<file path="src/rtl/btn_debounce.sv">
// Pushbutton debouncer: 2-flop synchronizer, 4-state qualify FSM, stability counter.
// Ports: clk, reset (async active-low), sw (raw input), db (debounced level), busy (qualifying).
module btn_debounce #(
  parameter int CNT_MAX = 1_000_000,
  parameter int CNT_W   = 20
) (
  input  logic clk,
  input  logic reset,
  input  logic sw,
  output logic db,
  output logic busy
);

  typedef enum logic [1:0] {
    ZERO  = 2'd0,
    WAIT1 = 2'd1,
    ONE   = 2'd2,
    WAIT0 = 2'd3
  } state_e;

  localparam logic [CNT_W-1:0] CNT_LAST =
    CNT_W'(CNT_MAX - 1);

  logic             sync1_q, sync2_q;
  state_e           state_q, state_d;
  logic [CNT_W-1:0] cnt_q, cnt_d;
  logic             db_q, db_d;
  logic             busy_q, busy_d;

  always_ff @(posedge clk or negedge reset) begin
    if (!reset) begin
      sync1_q <= 1'b0;
      sync2_q <= 1'b0;
    end else begin
      sync1_q <= sw;
      sync2_q <= sync1_q;
    end
  end

  always_ff @(posedge clk or negedge reset) begin
    if (!reset) begin
      state_q <= ZERO;
      cnt_q   <= '0;
      db_q    <= 1'b0;
      busy_q  <= 1'b0;
    end else begin
      state_q <= state_d;
      cnt_q   <= cnt_d;
      db_q    <= db_d;
      busy_q  <= busy_d;
    end
  end

  // Counter is compared before incrementing and cleared on
  // every state change, so it never wraps.
  always_comb begin
    state_d = state_q;
    cnt_d   = cnt_q;
    db_d    = db_q;
    busy_d  = busy_q;
    unique case (state_q)
      ZERO: begin
        if (sync2_q) begin
          state_d = WAIT1;
          cnt_d   = '0;
          busy_d  = 1'b1;
        end
      end
      WAIT1: begin
        if (!sync2_q) begin
          state_d = ZERO;
          cnt_d   = '0;
          busy_d  = 1'b0;
        end else if (cnt_q == CNT_LAST) begin
          state_d = ONE;
          cnt_d   = '0;
          db_d    = 1'b1;
          busy_d  = 1'b0;
        end else begin
          cnt_d = cnt_q + CNT_W'(1);
        end
      end
      ONE: begin
        if (!sync2_q) begin
          state_d = WAIT0;
          cnt_d   = '0;
          busy_d  = 1'b1;
        end
      end
      WAIT0: begin
        if (sync2_q) begin
          state_d = ONE;
          cnt_d   = '0;
          busy_d  = 1'b0;
        end else if (cnt_q == CNT_LAST) begin
          state_d = ZERO;
          cnt_d   = '0;
          db_d    = 1'b0;
          busy_d  = 1'b0;
        end else begin
          cnt_d = cnt_q + CNT_W'(1);
        end
      end
      default: begin
        state_d = ZERO;
        cnt_d   = '0;
        db_d    = 1'b0;
        busy_d  = 1'b0;
      end
    endcase
  end

  assign db   = db_q;
  assign busy = busy_q;

endmodule
</file>
<file path="config.mk">
export PLATFORM = sky130hd
export DESIGN_NAME = btn_debounce
export DESIGN_NICKNAME = d
export VERILOG_FILES = /design/src/rtl/btn_debounce.sv
export SDC_FILE = /design/constraint.sdc
export NUM_CORES = 1
export LEC_CHECK = 0
export ABC_AREA = 1
export CORE_UTILIZATION = 60
export DETAILED_ROUTE_END_ITERATION = 8
export MAX_ROUTING_LAYER = met4
export PLACE_DENSITY = 0.84
export RECOVER_POWER = 25
export SETUP_SLACK_MARGIN = 0.5
export SLEW_MARGIN = 20
export SYNTH_ARGS = -nofsm -noshare
export SYNTH_HDL_FRONTEND = slang
export SYNTH_SLANG_ARGS = --single-unit
</file>
<file path="constraint.sdc">
create_clock -name clk -period 1.52 [get_ports clk]
set_input_delay 0.304 -clock clk [delete_from_list [all_inputs] [get_ports clk]]
set_output_delay 0.304 -clock clk [all_outputs]
set_load 0.1 [all_outputs]
</file>
After elaboration in Yosys (flattened, before gate mapping)
Index checks and enable logic that the tools add are counted.

storage, ports and cells
  flip-flop bits (word level) = 26
  latch bits = 0
  bits in writable memories = 0
  ROM bits = 0
  input bits = 3
  output and inout port bits = 2
  word-level logic and storage cells = 48
  memories kept = 0

cells by class
  add/subtract/negate cells = 1
  multiply operators = 0
  div/mod/pow operators = 0
  magnitude comparators = 0
  eq/ne operators = 12
  shift operators = 0
  muxes and demuxes = 24
  bitwise logic cells = 0
  reduce and logical (&&, ||, !) cells = 5

operators with widths
  operator               count
  $mux 20                5
  $pmux 20 s4            1
  $add 20x1->20 const B  1
  $eq 20x20->1 const B   1
  $mux 2                 6
  $ne 2x2->1 const B     6
  $mux 1                 9
  $pmux 2 s4             1
  $ne 3x3->1 const B     2
  $reduce_and 5->1       1
  $eq 2x2->1 const B     2
  $pmux 1 s4             1
  $reduce_and 4->1       1
  $eq 2x1->1 const B     1
  $logic_not 2->1        1
  $pmux 1 s2             1
  $reduce_and 2->1       1
  $reduce_bool 2->1      1

Longest topological paths before layout
Gate-level depths: netlist of the first run.

  depth in word-level cells = 4
  gate-level depth with buffers = 9
  depth with buffers taken out = 9

Least setup slack after synthesis of the first run
No wires, ideal clock.

  kind = register -> register
  start = register cnt_q[0]
  end = register cnt_q[15]
  library setup time = 0.120 ns
  arrival = 1.279 ns
  required time = 1.400 ns
  slack = 0.121 ns
  cell stages (with the launch flop) = 10
  path buffers = 1
  clock period less this slack = 1.399 ns
  cell sequence = dfrtp_1 ha_1 nand3_2 nor2_4 nand3_2 nor2_4 nor2_4 buf_6 nand3_2 o21ai_2

on the way
  word-level cells in the longest chain between the ends = 4
  elaborated cells between the ends (all ways) = 6
  classes of those cells = add/sub: 1; eq/ne: 1; mux: 4

ends and longest elaborated chain
  item                                                  RTL line  RTL
  from (decl)                                           26        logic [CNT_W-1:0] cnt_q, cnt_d;
  from (signal assigned)                                48        cnt_q <= cnt_d;
  $add 20x1->20 / $eq 20x20->1 (equally long branches)  n/a
  $mux 20 (*)                                           74, 95
  $mux 20, on equally long branches                     91, 70
  $pmux 20 s4 (*)                                       61        unique case (state_q)

Every way passes the cells marked *; elsewhere a longest branch is shown, timed or not.
A chain may end at the register's enable or synchronous reset.

Final worst setup path of the first run
  start = register cnt_q[10]
  end = register cnt_q[19]

Same word-level chain as after synthesis.

==> impl_metrics.py, run 1 <==
metrics = {
    "status": {
        "status": "complete, but fails checks",
        "violations": "negative setup slack",
    },
    "critical_path": {
        "cp-startpoint": "cnt_q[10]",
        "r2r_end": "cnt_q[19]",
        "cp-endpoint": "cnt_q[19]",
        "startpoint_type": "flop",
        "cp.arrival_ps": 1870,
        "r2r-start": "cnt_q[10]",
        "r2r_cells": 9,
        "worst_setup_path_end_kind": "flop",
        "path_class": "reg -> reg",
        "path_max_fanout": 10,
        "cp.required_ps": 1770,
        "rrSetupSlack_ps": -90,
    },
    "clock_network": {
        "clockBufferDepth": 2,
        "htreeDepth": 1,
        "cts_sinks": 26,
        "cts_made_buffers": 3,
        "root_buffer": "clkbuf_4",
        "hold_buffers": 0,
        "cts_tree": "done",
        "clock_latency_ps": 350,
        "clk_pin_slew_ps": 160,
    },
    "final_layout": {
        "register_area_um2": 657,
        "final_common_cell": "nand2_1",
        "nets": 234,
        "final_layout_size_suffix_gt1_frac": 0.367,
        "layout_common_cells": "49 x nand2_1, 25 x inv_1, 21 x dfrtp_1, 14 x nand3_2, 14 x buf_4",
        "multi_input_area_um2": 946,
        "area.growth.synth_to_final_pct": 26.5,
        "antenna_cells": 0,
        "nFillCells": 139,
    },
    "synth": {
        "synth_top_family_by_area": "simple AND/OR/NAND/NOR gates",
        "postSynthCellCount": 206,
        "synthTopCellsByArea": "dfrtp_1 41%, nand2_1 13%, nand3_2 7.6%",
        "ys_seq_elements": 26,
        "synth.distinct_cells": 25,
        "yosysSeqAreaShare": 0.411,
        "syn_area_per_cell_um2": 7.69,
        "syn-cell-area_mm2": 0.00158,
        "synth.top_cell.area_share": 0.411,
        "synthMuxAreaShare": 0,
        "yosysWarnings": 0,
        "synth-adder-area-share": 0.00790,
        "synth_xor_area_frac": 0.0221,
        "yosysTopAreaCell": "dfrtp_1",
        "synth_nets": 210,
        "synthSimpleGateAreaFrac": 0.370,
        "synth_compound_gate_area_share": 0.106,
    },
    "timing": {
        "hold_viol_final": 0,
        "skew_ps": 7.29,
        "tightest_slew_ps": 651,
        "final.min_clock_period_ps": 1610,
        "fin_hold_ws_ps": 379,
        "setup_violations": 14,
        "fin_ws_ps": -92.3,
        "grt_setup_unrepaired": "yes",
        "report.final.slew_viol_count": 0,
        "period_share": 1.06,
        "fmax_mhz": 620,
        "relSlewSlack": 0.566,
    },
    "placed_design": {
        "place_worst_setup_slack_ps": 2.36,
        "portBuffers": 4,
        "place_hpwl_um": 2660,
        "gp_congestion": 0.939,
    },
    "detailed_routing": {
        "via_per_inst": 6.24,
        "drt-initial-drc-count": 65,
        "wl_um": 4610,
        "wire_per_inst_um": 17.8,
        "top_layer_used": "met4",
        "vias": 1616,
        "drcViolationCount": 0,
        "met2_length_um": 2350,
        "ant_nets": 0,
        "met1Wirelength_um": 1670,
        "drt-pass1-iter-count": 4,
        "wl_met3_um": 359,
    },
    "power": {
        "cellPowerDensity_mw_per_mm2": 1180,
        "ir_worst_vdd_mv": 1.26,
        "p_leak_nw": 0.852,
        "power_mw": 2.37,
    },
    "floorplanning": {
        "die_h_um": 53.4,
        "coreArea_mm2": 0.00248,
        "start_util": 0.639,
        "rows": 18,
        "die_w_um": 53.4,
        "die_area_mm2": 0.00285,
        "io_pins": 5,
    },
    "global_routing": {
        "gr-total-overflow": 0,
        "grt_pass1_vias": 1510,
        "grt_max_degree": 27,
        "grt_pass1_wl_um": 7030,
        "track_usage": 0.362,
        "antenna_found_initial": 0,
    },
    "min_path": {
        "hp-class": "reg -> reg",
    },
    "flow_run": {
        "cap_viol_max_count": 0,
    },
}
==> state kept, by name, summed over array words and instances, names as in the netlist, named ones only <==
name and cells:
cnt_q 20, sync1_q 1, busy 1, sync2_q 1, state_q 1, db 1
==> cell usage after synthesis <==
cell type	n
nand2_1	55
dfrtp_1	26
inv_1	26
nor2_1	19
nand3_1	13
nand3_2	12
o21ai_0	10
o21ai_2	6
nand4_1	5
nor2_4	4
o22ai_1	4
xor2_1	4
a21oi_1	3
nor3_1	3
a21o_1	2
inv_2	2
nand2_2	2
nor2_2	2
o21ai_1	2
buf_2	1
buf_4	1
buf_6	1
clkinv_1	1
ha_1	1
or2_1	1
==> cell families after synthesis <==
kind of cell	Yosys count
AO/OA/AOI/OAI	27
XOR/XNOR	4
adder cells (fa/ha/maj)	1
buffers and inverters	32
flip-flops	26
AND/OR/NAND/NOR	116
==> critical path: stages, from the launching register on <==
cell and delay [ps]:
dfrtp_1 470, nor2_1 160, nand2_1 100, nor2_2 190, inv_1 100, nor2_4 130
nor2_4 60, buf_12 140, nand2_1 100, a21oi_2 60
==> cell type report <==
class,instances,area share
clock buffers,3,0.0112
clock inverters,1,0.0150
inverters,29,0.0549
multi-input cells,149,0.472
flip-flops and latches,26,0.328
well taps,30,0.0187
repair buffers,21,0.100
==> worst min-delay path by stage <==
stage / from / endpoint / slack, ps / depth (start not counted)
after global placement: sync1_q / sync2_q / 340 / 0
after detailed placement: sync1_q / sync2_q / 340 / 0
after floorplan: reset / async pin / 8 / 0
after global routing: sync1_q / sync2_q / 390 / 0
final: sync1_q / sync2_q / 380 / 0
after CTS: reset / cnt_q[18] / 330 / 2
==> where the power goes <==
group          total [mW]  leakage, nW  internal (mW)  switching [mW]
Clock               0.510       0.0279          0.267           0.242
Combinational        1.00        0.480          0.380           0.622
Sequential          0.859        0.344          0.766          0.0936
Total                2.37        0.852           1.41           0.958
==> through the flow <==
stage | TNS, ps | area [um2] | cells | util
2_1_floorplan | 0 | 1610 | 206 | -
3_3_place_gp | 0 | 1710 | 241 | 0.690
3_5_place_dp | 0 | 1710 | 241 | 0.690
4_1_cts | 0 | 1900 | 256 | 0.766
5_1_grt | -828 | 2000 | 259 | 0.809
6_report | -466 | 2000 | 259 | 0.809
==> per-layer routing <==
metal / up-vias / track usage
li1: 709 / -
met1: 767 / 0.423
met2: 105 / 0.608
met3: 35 / 0.0690
met4: 0 / 0.140
met5: - / -
==> repair_timing <==
| action | 4_1_cts | 5_1_grt |
|---|---|---|
| resized for setup | 14 | 25 |
| pin swaps | 5 | 0 |
| buffers inserted | 10 | 3 |
| endpoints found under the setup margin | 26 | 26 |
| endpoints found under the hold margin | 0 | 0 |
| cloned | 1 | 0 |
Note: power is estimated with default switching activity, not from simulation.
==> run 2, diff against run 1 <==
- CAP_MARGIN: not set -> 20
==> results of run 2 <==
No change in the layout: final DEF, timing and power equal those of run 1.
==> run 3, diff against run 2 <==
- CORE_MARGIN: not set -> 2
- GPL_TIMING_DRIVEN: not set -> 0
==> run 3 against run 2 <==
Net effect: the run now ends clean; maximum frequency rose by 8.6%; clock skew shrank 4.7 ps; global-route usage shrank 11 points; flip-flop and latch count stayed put; via count down 3.6%; critical path type unchanged; largest cell class unchanged.
==> impl_metrics.py, run 3 (same netlist as run 1, synthesis figures left out) <==
metrics = {
    "status": {
        "status": "finished, final reports clean",
    },
    "timing": {
        "skew_ps": 2.62,
        "hold_viol_final": 0,
        "period_share": 0.977,
        "relSlewSlack": 0.550,
        "fin_hold_ws_ps": 380,
        "report.final.slew_viol_count": 0,
        "tightest_slew_ps": 675,
        "grt_setup_unrepaired": "yes",
        "fin_ws_ps": 34.8,
        "fin_setup_tns_ps": 0,
        "setup_violations": 0,
        "final.min_clock_period_ps": 1490,
        "fmax_mhz": 673,
    },
    "clock_network": {
        "clock_latency_ps": 330,
        "cts_made_buffers": 3,
        "clockBufferDepth": 2,
        "cts_tree": "done",
        "htreeDepth": 1,
        "cts_sinks": 26,
        "root_buffer": "clkbuf_4",
        "clk_pin_slew_ps": 140,
    },
    "global_routing": {
        "grt_max_degree": 27,
        "grt_pass1_vias": 1435,
        "track_usage": 0.254,
        "gr-total-overflow": 0,
        "grt_pass1_wl_um": 6070,
        "antenna_found_initial": 0,
    },
    "final_layout": {
        "antenna_cells": 0,
        "final_layout_size_suffix_gt1_frac": 0.328,
        "final_common_cell": "nand2_1",
        "nets": 234,
        "largest_reg_flops": 20,
        "largest-register": "cnt_q",
        "layout_common_cells": "51 x nand2_1, 24 x inv_1, 21 x dfrtp_1, 13 x nand3_2, 13 x buf_4",
        "area.growth.synth_to_final_pct": 23.3,
    },
    "placed_design": {
        "place_worst_setup_slack_ps": -246,
        "portBuffers": 4,
        "place_hpwl_um": 2420,
        "gp_congestion": 0.925,
    },
    "critical_path": {
        "cp.arrival_ps": 1730,
        "cp_common_cell": "nor2_4",
        "path_max_fanout": 5,
        "path_cells": "ha_4, nand3_4, nor2_4, nand3_2, nor2_4, nor2_4, clkbuf_16, nand3_2, o21ai_2",
        "worst_setup_path_end_kind": "flop",
        "critPathBufInv": 1,
        "path_class": "reg -> reg",
        "cpPeakStageDelay_ps": 420,
        "cp.required_ps": 1760,
        "critical_path.top_delay_family": "simple AND/OR/NAND/NOR gates",
        "startpoint_type": "flop",
        "slowest_stage": "dfrtp_1",
    },
    "power": {
        "power_frac_comb": 0.468,
        "net-switching-power_uw": 907,
        "internal_power_mw": 1.28,
        "p_seq_frac": 0.387,
        "cellPowerDensity_mw_per_mm2": 1120,
        "clkPwrFrac": 0.146,
        "ir_worst_vdd_mv": 1.68,
        "sw_frac_of_total": 0.415,
        "p_leak_nw": 0.859,
    },
    "detailed_routing": {
        "ant_nets": 0,
        "drcViolationCount": 0,
        "drt-pass1-iter-count": 5,
        "wire_per_inst_um": 15.8,
        "wl_um": 4100,
        "vias": 1558,
        "drt-initial-drc-count": 120,
        "via_per_inst": 6.02,
    },
    "floorplanning": {
        "coreArea_mm2": 0.00250,
        "start_util": 0.634,
        "io_pins": 5,
        "die_area_mm2": 0.00307,
        "die_h_um": 55.4,
        "rows": 18,
        "die_w_um": 55.4,
    },
    "flow_run": {
        "cap_viol_max_count": 0,
    },
    "min_path": {
        "hp-class": "reg -> reg",
    },
}
run 3: changes by cell type in the layout (fill, tap and decap cells not counted), sizes merged:
| cell | delta |
|---|---|
| buf | -1 |
| bufinv | -1 |
| clkbuf | +3 |
| clkinv | -1 |
| inv | +1 |
| nand2 | -1 |
run 3: worst register-to-register path, cell delays in order, from the launching register on:
cell and delay, ps:
dfrtp_1 420, ha_4 170, nand3_4 110, nor2_4 130, nand3_2 90, nor2_4 120
nor2_4 70, clkbuf_16 170, nand3_2 60, o21ai_2 50
run 3: power by group through the flow:
| stage | combinational [mW] | clock (mW) | sequential (mW) |
|---|---|---|---|
| finish | 1.02 | 0.318 | 0.845 |
| global placement | 0.649 | 0 | 0.847 |
| floorplan | 0.402 | 0 | 0.943 |
| CTS | 0.778 | 0.317 | 0.832 |
| detailed placement | 0.667 | 0 | 0.855 |
| global route | 1.07 | 0.345 | 0.857 |
run 3: what timing repair did:
action,CTS,global route
hold endpoints to repair,26,0
endpoints found under the setup margin,26,28
resized for setup,23,25
pin swaps,5,3
cloned,0,1
setup buffers,6,7
hold buffers,1,0
run 3: path summary, 6_finish.rpt:
kind | startpoint | end | slack (ps) | depth (start not counted)
worst min-delay path | sync1_q | sync2_q | 380 | 0
max in group asynchronous | reset | state_q[0] | 540 | 2
worst max-delay path | cnt_q[0] | cnt_q[15] | 30 | 9
worst max register to register | cnt_q[0] | cnt_q[15] | 30 | 9
min in group asynchronous | reset | cnt_q[19] | 520 | 2
worst min register to register | sync1_q | sync2_q | 380 | 0
run 3: area by class of cell:
type	instances	area [um2]
Fill cell	152	547
Inverter	29	111
Buffer	3	30.0
Sequential cell	26	657
Multi-Input combinational cell	148	900
Tap cell	30	37.5
Clock buffer	4	26.3
Timing Repair Buffer	19	191
run 3: through the flow:
| step | utilization | instance area, um2 | cells | total power [mW] |
|---|---|---|---|---|
| 3_5_place_dp | 0.672 | 1680 | 240 | 1.52 |
| 2_1_floorplan | - | 1610 | 206 | 1.35 |
| 6_report | 0.781 | 1950 | 259 | 2.18 |
| 5_1_grt | 0.781 | 1950 | 259 | 2.27 |
| 3_3_place_gp | 0.674 | 1680 | 240 | 1.50 |
| 4_1_cts | 0.722 | 1800 | 251 | 1.93 |
run 3: layer usage:
| layer | wire (um) | global-route usage | share of wire | vias to the layer above |
|---|---|---|---|---|
| li1 | - | - | - | 712 |
| met1 | 1600 | 0.297 | 0.39 | 750 |
| met2 | 2090 | 0.437 | 0.51 | 75 |
| met3 | 284 | 0.0351 | 0.069 | 21 |
| met4 | 131 | 0.105 | 0.032 | 0 |
| met5 | 0 | - | 0 | - |
